<file path="src/rtl/branch_resolve_unit.sv">
// Branch resolution for the execute stage: operand bypass select, RV32I branch
// compare/decode, mispredict detection, optional one-entry output slot and mispredict counter.
module branch_resolve_unit #(
  parameter int XLEN    = 32,
  parameter int NUM_BYP = 2,
  parameter int PIPE    = 1,
  parameter int CNT_W   = 16,
  parameter int SEL_W   = $clog2(NUM_BYP + 1)
) (
  input  logic                    clk,
  input  logic                    rst_n,
  input  logic                    in_valid,
  output logic                    in_ready,
  input  logic [2:0]              in_funct3,
  input  logic                    in_pred_taken,
  input  logic [XLEN-1:0]         rs1,
  input  logic [XLEN-1:0]         rs2,
  input  logic [NUM_BYP*XLEN-1:0] byp_data,
  input  logic [SEL_W-1:0]        byp_sel_rs1,
  input  logic [SEL_W-1:0]        byp_sel_rs2,
  input  logic                    flush,
  output logic                    out_valid,
  input  logic                    out_ready,
  output logic                    out_taken,
  output logic                    out_eq,
  output logic                    out_lt,
  output logic                    out_mispredict,
  output logic                    out_illegal,
  output logic [CNT_W-1:0]        mispred_count
);

  logic [XLEN-1:0] op_a;
  logic [XLEN-1:0] op_b;
  logic            res_eq;
  logic            res_lt;
  logic            res_taken;
  logic            res_illegal;
  logic            res_mispredict;
  logic            cnt_inc;

  // Select 0, and any value above NUM_BYP, keeps the register-file operand.
  always_comb begin
    op_a = rs1;
    op_b = rs2;
    for (int k = 0; k < NUM_BYP; k++) begin
      if (byp_sel_rs1 == SEL_W'(k + 1)) op_a = byp_data[k*XLEN +: XLEN];
      if (byp_sel_rs2 == SEL_W'(k + 1)) op_b = byp_data[k*XLEN +: XLEN];
    end
  end

  always_comb begin
    res_eq = (op_a == op_b);
    if (in_funct3[1]) res_lt = (op_a < op_b);
    else              res_lt = ($signed(op_a) < $signed(op_b));
  end

  always_comb begin
    res_taken   = 1'b0;
    res_illegal = 1'b0;
    case (in_funct3)
      3'b000:         res_taken = res_eq;
      3'b001:         res_taken = ~res_eq;
      3'b100, 3'b110: res_taken = res_lt;
      3'b101, 3'b111: res_taken = ~res_lt;
      default:        res_illegal = 1'b1;
    endcase
    res_mispredict = res_illegal ? 1'b0 : (res_taken ^ in_pred_taken);
  end

  // Handshake: a transfer happens on a rising edge where valid and ready are both 1;
  // valid never waits on ready, and a producer holds its payload stable until the transfer.
  generate
    if (PIPE != 0) begin : g_slot
      logic slot_valid;
      logic slot_taken;
      logic slot_eq;
      logic slot_lt;
      logic slot_mispredict;
      logic slot_illegal;

      assign in_ready = rst_n & (~slot_valid | out_ready);

      // flush wins over both capture and drain; a request accepted alongside it is dropped.
      always_ff @(posedge clk or negedge rst_n) begin
        if (!rst_n) begin
          slot_valid      <= 1'b0;
          slot_taken      <= 1'b0;
          slot_eq         <= 1'b0;
          slot_lt         <= 1'b0;
          slot_mispredict <= 1'b0;
          slot_illegal    <= 1'b0;
        end else if (flush) begin
          slot_valid <= 1'b0;
        end else if (in_valid && in_ready) begin
          slot_valid      <= 1'b1;
          slot_taken      <= res_taken;
          slot_eq         <= res_eq;
          slot_lt         <= res_lt;
          slot_mispredict <= res_mispredict;
          slot_illegal    <= res_illegal;
        end else if (out_ready) begin
          slot_valid <= 1'b0;
        end
      end

      assign out_valid      = slot_valid;
      assign out_taken      = slot_taken;
      assign out_eq         = slot_eq;
      assign out_lt         = slot_lt;
      assign out_mispredict = slot_mispredict;
      assign out_illegal    = slot_illegal;
    end else begin : g_pass
      assign in_ready       = out_ready & rst_n;
      assign out_valid      = in_valid;
      assign out_taken      = res_taken;
      assign out_eq         = res_eq;
      assign out_lt         = res_lt;
      assign out_mispredict = res_mispredict;
      assign out_illegal    = res_illegal;
    end
  endgenerate

  assign cnt_inc = out_valid & out_ready & out_mispredict & ~flush;

  always_ff @(posedge clk or negedge rst_n) begin
    if (!rst_n) begin
      mispred_count <= '0;
    end else if (cnt_inc && (mispred_count != {CNT_W{1'b1}})) begin
      mispred_count <= mispred_count + CNT_W'(1);
    end
  end

endmodule

</file>
<file path="config.mk">
export PLATFORM = sky130hd
export DESIGN_NAME = branch_resolve_unit
export DESIGN_NICKNAME = d
export VERILOG_FILES = /design/src/rtl/branch_resolve_unit.sv
export SDC_FILE = /design/constraint.sdc
export NUM_CORES = 1
export LEC_CHECK = 0
export BUFFER_PORTS_ARGS = -buffer_cell sky130_fd_sc_hd__buf_2
export CAP_MARGIN = 20
export CORE_MARGIN = 8
export CORE_UTILIZATION = 26
export DETAILED_ROUTE_END_ITERATION = 8
export PLACE_DENSITY = 0.5
export SLEW_MARGIN = 20
export SYNTH_ARGS = -nofsm -noshare
export SYNTH_HDL_FRONTEND = slang
export SYNTH_SLANG_ARGS = --single-unit
</file>
<file path="constraint.sdc">
create_clock -name clk -period 6.4 [get_ports clk]
set_clock_uncertainty 0.15 [all_clocks]
set_input_delay 1.28 -clock clk [delete_from_list [all_inputs] [get_ports clk]]
set_output_delay 1.28 -clock clk [all_outputs]
set_load 0.03 [all_outputs]
</file>
# Word-level counts from Yosys, hierarchy flattened
# Cells that the tools add are included.
# Widths: inputs -> output; s select.
# word_totals
ramBits	0
rom_bits	0
ff_bits	22
latch_bits	0
memories	0
elab_cells	50
in_bits	141
output_inout_bits	23
# classes
n_eq_ne	11
n_shift	0
n_mux	11
addsub	1
n_div	0
bitwise	10
multipliers	0
reduce_logical	8
magnitude_cmp	2
# op_table
op	n
$mux 32	4
$lt 32x32->1	2
$eq 32x32->1	1
$add 16x1->16 const B	1
$ne 16x16->1 const B	1
$eq 3x3->1 const B	4
$mux 1	6
$reduce_or 6->1	1
$and 1x1->1	4
$eq 2x1->1 const B	2
$eq 2x2->1 const B	2
$not 1->1	4
$pmux 1 s4	1
$reduce_or 2->1	2
$eq 3x1->1 const B	1
$logic_not 3->1	1
$reduce_bool 3->1	1
$logic_and 1x1->1	2
$reduce_and 2->1	1
$or 1x1->1	1
$xor 1x1->1	1

# Logic depth before layout (Yosys ltp)
# Gate-level depths: netlist of run 1.
# depth
depth_word	9
ltp_mapped	14
ltp_nobuf	12

# Worst setup path before layout of run 1
# No wires, ideal clock.
# synth_timing
path_type	input-to-reg
startpoint	input port byp_sel_rs2[0]
endpoint	register g_slot.slot_mispredict, in the netlist out_mispredict
arrival_ps	4187
cell_stages	13
slack_ps	1960
setup_ps	104
path_buffers	2
t_required_ps	6146
path_cell_list	clkbuf_1 buf_1 mux2_2 o21ai_0 ha_1 a21oi_1 o21ai_1 a221oi_1 o31ai_1 nor4b_1 mux2i_1 and4_1 o41ai_2
# synth_via
elab_chain_len	9
elab_cells_between_ends	13
classes_between	2 x order compare; 3 x eq/ne; 5 x mux; 3 x bitwise
# synth_rtl
item	line_no	rtl
start: declaration	20	input logic [SEL_W-1:0] byp_sel_rs2,
$eq 2x1->1	47	if (byp_sel_rs2 == SEL_W'(k + 1)) op_b = byp_data[k*XLEN +: XLEN];
$mux 32	47	
$mux 32 (*)	47	
$lt 32x32->1 (on tied branches)	54, 53	
$mux 1	53	if (in_funct3[1]) res_lt = (op_a < op_b);
$not 1->1	64	3'b101, 3'b111: res_taken = ~res_lt;
$pmux 1 s4 (*)	60	case (in_funct3)
$xor 1x1->1 (*)	67	res_mispredict = res_illegal ? 1'b0 : (res_taken ^ in_pred_taken);
$mux 1 (*)	67	
end signal: assignment	99	slot_mispredict <= res_mispredict;
end: declaration	78	logic slot_mispredict;
# Mark *: on every way between the ends. The rest lies on a longest branch, timed or not.
# A chain may end at the register's enable or synchronous reset.

# Worst setup path in the final report of run 1
# Same ends and word-level chain as after synthesis.

==> flow_metrics.py, run 1 <==
metrics = {
    "timing": {
        "fmax_ghz": 0.208,
        "tns_ns": 0,
        "final_hold_viol_count": 0,
        "timing.hold.ws_ns": 0.336,
        "finalCritPeriodShare": 0.751,
        "relSlewSlack": 0.332,
        "finalSetupViolCount": 0,
        "tightest_slew_ns": 1.00,
        "finalCriticalPeriod_ns": 4.81,
        "layout_setup_ws_ns": 1.59,
        "drv_slew": 0,
        "rsz0062_at_grt": "no",
    },
    "logic_synthesis": {
        "syn_nets": 642,
        "synth_edf_count": 0,
        "ys_types": 43,
        "synth_top_cell_by_area": "mux2i_1",
        "syn_area_per_cell_um2": 8.12,
        "async_flop_share": 1.00,
        "netlist_area_um2": 3800,
        "synth_ff_type": "dfrtp_1",
        "synth_top_family_by_area": "multiplexers",
        "synth_area_leaders": "mux2i_1 17%, dfrtp_1 14%, ha_1 11%",
        "synth_xor_area_frac": 0.0392,
        "synth-simple-area-share": 0.190,
        "synthAdderAreaFrac": 0.109,
        "seq_area_frac_synth": 0.145,
        "synthMuxAreaShare": 0.272,
        "syn-instance-count": 468,
        "ys_ff_latch": 22,
        "synthDominantCellAreaShare": 0.171,
        "synth_compound_area_frac": 0.207,
        "yosys_warnings": 0,
    },
    "global_routing": {
        "grtUsageTotal": 0.127,
        "grt_pass1_vias": 4157,
        "grt.overflow.total": 0,
        "grt_pass1_wl_um": 19900,
        "grt_start_max_net_pins": 96,
        "antenna_found_initial": 0,
    },
    "power_and_ir_drop": {
        "pwr_density_cell_nw_per_um2": 137,
        "p_total_mw": 0.670,
        "p_leak_nw": 2.41,
        "ir_worst_vdd_v": 0.000134,
    },
    "hold_path": {
        "min_from": "out_taken",
        "hold_end": "out_taken",
        "hold_class": "reg -> reg",
        "hold_depth": 1,
    },
    "setup_path": {
        "start_kind": "primary input",
        "path_max_fanout": 37,
        "cp_data_required_time_ns": 6.40,
        "rr_endpoint": "mispred_count[15]",
        "rrSetupSlack_ns": 4.10,
        "crit_arrival_ns": 4.81,
        "r2r_cells": 8,
        "critPathCaptureType": "register",
        "crit_type": "in -> reg",
        "r2r-start": "mispred_count[8]",
    },
    "detailed_routing": {
        "drt-pass1-iter-count": 4,
        "drc": 0,
        "wl_per_cell_um": 15.8,
        "vias": 4000,
        "drtAntennaViolNets": 0,
        "detail_route.iter0.violations": 150,
        "drt-vias-per-instance": 5.06,
        "wl_um": 12500,
    },
    "finish": {
        "final_common_cell": "buf_2",
        "antennaDiodeCount": 0,
        "finalNonFillerCells": 791,
        "drive_above_1_share": 0.354,
        "nNetsFinal": 782,
        "utilization": 0.339,
        "syn_to_final_growth_pct": 28.7,
        "final_cell_mix": "162 x buf_2, 65 x mux2i_1, 51 x nand2_1, 47 x a21oi_1, 38 x o21ai_0",
        "fill_cells": 1562,
        "design_area_um2": 4890,
    },
    "die": {
        "ios": 164,
        "die_x_um": 137,
        "placementRows": 44,
        "core_region_area_um2": 14400,
        "dieArea_um2": 18700,
        "start_util": 0.263,
        "die_height_um": 137,
    },
    "outcome": {
        "status": "completed",
    },
    "placement": {
        "dp_hpwl_um": 10200,
        "dpl_worst_slack_ns": 1.35,
        "dpl-instance-area_um2": 4760,
        "dpl.cell_count": 786,
        "place_congestion": 0.797,
        "io_buffers": 163,
    },
    "clock_network": {
        "postCtsHoldBufs": 0,
        "cts_resized": 0,
        "clock_sinks": 22,
        "cts_root_buf": "clkbuf_16",
        "cts_tree": "built",
        "clkLatencyLatePin_ns": 0.26,
        "h-tree-depth": 1,
        "cts_setup_buffers": 0,
        "cts_buffers": 3,
        "clk_pin_slew_ns": 0.06,
        "clk_path_buf_depth": 2,
    },
    "run": {
        "cap_violations": 0,
    },
}
==> cell families after synthesis <==
family / count (synthesis)
XOR/XNOR: 17
AND/OR/NAND/NOR: 128
buffers and inverters: 38
adder cells (fa/ha/maj): 33
flip-flops: 22
multiplexers: 99
AO/OA/AOI/OAI: 131
==> where the power goes <==
group          internal (mW)  total [mW]  leakage [nW]  switching, mW
Sequential             0.150       0.162         0.300         0.0115
Combinational          0.147       0.331          2.06          0.184
Clock                  0.124       0.177        0.0511         0.0532
Total                  0.421       0.670          2.41          0.248
==> worst max path at each step <==
stage | from | to | cells past startpoint
after floorplan | byp_sel_rs2[0] | out_mispredict | 13
after global placement | byp_sel_rs2[0] | out_mispredict | 13
after detailed placement | byp_sel_rs2[0] | out_mispredict | 13
after CTS | byp_sel_rs2[0] | out_mispredict | 13
after global routing | byp_sel_rs2[0] | out_mispredict | 13
final | byp_sel_rs2[0] | out_mispredict | 13
==> state kept, by name (all words and copies together), names as in the netlist <==
register and cells:
out_illegal 1, out_lt 1, out_mispredict 1, out_taken 1
out_valid 1, mispred_count 16, out_eq 1
==> critical path, cell delays in order <==
cell and delay [ns]:
buf_2 0.59, buf_12 0.33, mux2_2 0.36, o21ai_0 0.18, ha_1 0.30, a21oi_1 0.15, o21ai_1 0.10, a221oi_1 0.34
o31ai_1 0.19, nor4b_1 0.29, mux2i_1 0.18, and4_1 0.21, o41ai_2 0.29
==> layout make-up <==
type | count | area, um2 | share of cell area
multi-input cells | 408 | 3100 | 0.635
repair buffers | 166 | 873 | 0.179
flip-flops and latches | 22 | 551 | 0.113
well taps | 184 | 230 | 0.0471
clock buffers | 3 | 75.1 | 0.0154
clock inverters | 1 | 30.0 | 0.00614
inverters | 7 | 26.3 | 0.00537
==> metal layers <==
| metal | share of wire | vias up | track usage |
|---|---|---|---|
| met5 | 0 | - | 0 |
| met4 | 0.018 | 0 | 0.0272 |
| met3 | 0.070 | 14 | 0.0239 |
| met2 | 0.49 | 102 | 0.233 |
| met1 | 0.42 | 1866 | 0.149 |
| li1 | - | 2018 | - |
==> synth_stat cells, types with 4 or more instances <==
master / count
mux2i_1: 65
nand2_1: 51
a21oi_1: 47
o21ai_0: 38
mux2_2: 34
ha_1: 33
nor2b_1: 33
a211oi_1: 32
clkbuf_1: 23
dfrtp_1: 22
xnor2_1: 10
nand3_1: 9
inv_1: 7
nand4_1: 7
xor2_1: 7
buf_1: 6
nor2_1: 5
and3_1: 4
(Power assumes the default switching activity.)
==> run 2: changes to the inputs <==
==> constraint.sdc (replaced) <==
create_clock -name clk -period 5 [get_ports clk]
set_clock_uncertainty 0.15 [all_clocks]
set_input_delay 1 -clock clk [delete_from_list [all_inputs] [get_ports clk]]
set_output_delay 1 -clock clk [all_outputs]
set_load 0.03 [all_outputs]
==> flow_metrics.py, run 2 (synthesis results as in run 1) <==
metrics = {
    "outcome": {
        "status": "completed",
    },
    "die": {
        "placementRows": 44,
        "die_x_um": 137,
        "ios": 164,
        "start_util": 0.263,
        "dieArea_um2": 18700,
        "die_height_um": 137,
        "core_region_area_um2": 14400,
    },
    "timing": {
        "final_hold_viol_count": 0,
        "finalCriticalPeriod_ns": 4.08,
        "drv_slew": 0,
        "finalCritPeriodShare": 0.817,
        "finalSetupViolCount": 0,
        "tightest_slew_ns": 0.978,
        "fmax_ghz": 0.245,
        "tns_ns": 0,
        "timing.hold.ws_ns": 0.339,
        "rsz0062_at_grt": "no",
        "relSlewSlack": 0.348,
    },
    "detailed_routing": {
        "drc": 0,
        "wl_um": 12600,
        "detail_route.iter0.violations": 229,
        "drtAntennaViolNets": 0,
        "drt-pass1-iter-count": 4,
        "wl_per_cell_um": 15.8,
        "drt-vias-per-instance": 4.98,
        "vias": 3950,
    },
    "setup_path": {
        "max_stage_delay_ns": 0.43,
        "rr_endpoint": "mispred_count[10]",
        "crit_chain": "buf_4 -> buf_12 -> nor2b_1 -> a211oi_1 -> a21oi_1 -> ha_1 -> nand4_1 -> nor4_2 -> a221o_1 -> a21oi_1 -> mux2i_1 -> and4_1 -> o41ai_2",
        "cp-startpoint": "byp_sel_rs1[0]",
        "critPathCaptureType": "register",
        "r2r_cells": 8,
        "rrSetupSlack_ns": 2.71,
        "crit_type": "in -> reg",
        "crit_path_frequent_cell": "a21oi_1",
        "r2r-start": "mispred_count[8]",
        "start_kind": "primary input",
        "cp_data_required_time_ns": 5.00,
        "worst_path_max_delay_cell": "nor4_2",
        "path_max_fanout": 42,
        "crit_arrival_ns": 4.09,
    },
    "power_and_ir_drop": {
        "p_int_mw": 0.541,
        "p_leak_nw": 2.42,
        "p_sw_frac": 0.369,
        "ir_worst_vdd_v": 0.000125,
        "pwr-share-clk": 0.261,
        "pwr_density_cell_nw_per_um2": 174,
        "combPwrFrac": 0.497,
        "power.switching_mw": 0.316,
        "seq_power_share": 0.242,
    },
    "finish": {
        "design_area_um2": 4910,
        "final_common_cell": "buf_2",
        "largest-register": "mispred_count",
        "antennaDiodeCount": 0,
        "largest_reg_flops": 16,
        "drive_above_1_share": 0.356,
        "final_cell_mix": "162 x buf_2, 65 x mux2i_1, 51 x nand2_1, 47 x a21oi_1, 38 x o21ai_0",
        "finalNonFillerCells": 793,
        "fill_cells": 1532,
        "syn_to_final_growth_pct": 29.2,
        "utilization": 0.340,
        "nNetsFinal": 784,
    },
    "clock_network": {
        "postCtsHoldBufs": 0,
        "cts_tree": "built",
        "clkLatencyLatePin_ns": 0.25,
        "cts_resized": 0,
        "clk_pin_slew_ns": 0.06,
        "clock_sinks": 22,
        "cts_setup_buffers": 0,
        "cts_buffers": 3,
        "cts_root_buf": "clkbuf_16",
        "h-tree-depth": 1,
        "clk_path_buf_depth": 2,
    },
    "global_routing": {
        "grt_pass1_vias": 4124,
        "grtUsageTotal": 0.128,
        "antenna_found_initial": 0,
        "grt.overflow.total": 0,
        "grt_pass1_wl_um": 19900,
        "grt_start_max_net_pins": 66,
    },
    "placement": {
        "dpl-instance-area_um2": 4800,
        "dp_hpwl_um": 10300,
        "place_congestion": 0.789,
        "dpl.cell_count": 789,
        "io_buffers": 163,
    },
    "hold_path": {
        "hold_class": "reg -> reg",
        "min_from": "out_taken",
        "hold_depth": 1,
        "hold_end": "out_taken",
    },
    "run": {
        "cap_violations": 0,
    },
}
-- run 2: cell count changes in the layout (fill, tap and decap cells not counted) --
cell	previous run	this run
buf_4	2	3
buf_16	1	0
buf_12	1	3
-- run 2: layer usage --
metal / global-route usage / share of wire / vias up
li1: - / - / 2030
met1: 0.157 / 0.43 / 1799
met2: 0.232 / 0.49 / 111
met3: 0.0202 / 0.069 / 10
met4: 0.0205 / 0.011 / 0
met5: 0 / 0 / -
-- run 2: through the flow --
step,power [mW],setup slack (ns)
3_5_place_dp,0.638,0.623
3_3_place_gp,0.633,0.618
4_1_cts,0.866,0.890
6_report,0.856,0.916
5_1_grt,0.921,0.540
2_1_floorplan,0.486,0.840
-- run 2: final cells by class --
cell class	count	area [um2]	area share
Clock buffer	3	75.1	0.0153
Clock inverter	1	30.0	0.00612
Inverter	7	26.3	0.00535
Multi-Input combinational cell	408	3100	0.632
Sequential cell	22	551	0.112
Tap cell	184	230	0.0469
Timing Repair Buffer	168	893	0.182
-- run 2: power by group through the flow --
stage,logic (mW),registers (mW),clock network (mW)
floorplan,0.250,0.236,0
global placement,0.423,0.210,0
detailed placement,0.428,0.210,0
CTS,0.431,0.207,0.228
global route,0.477,0.210,0.234
finish,0.426,0.207,0.223
-- run 2: worst max path at each step --
stage / cells past startpoint / endpoint / slack [ns]
2_1_floorplan: 13 / out_mispredict / 0.84
3_3_place_gp: 13 / out_mispredict / 0.62
3_5_place_dp: 13 / out_mispredict / 0.62
4_1_cts: 13 / out_mispredict / 0.89
5_1_grt: 11 / out_mispredict / 0.54
6_report: 13 / out_mispredict / 0.92
-- run 2: critical path, delay by kind of cell --
family | cells | cell delay (ns)
compound gates | 5 | 0.95
fa+ha+maj | 1 | 0.33
buf+inv | 2 | 0.67
mux | 1 | 0.18
simple gates | 4 | 0.92
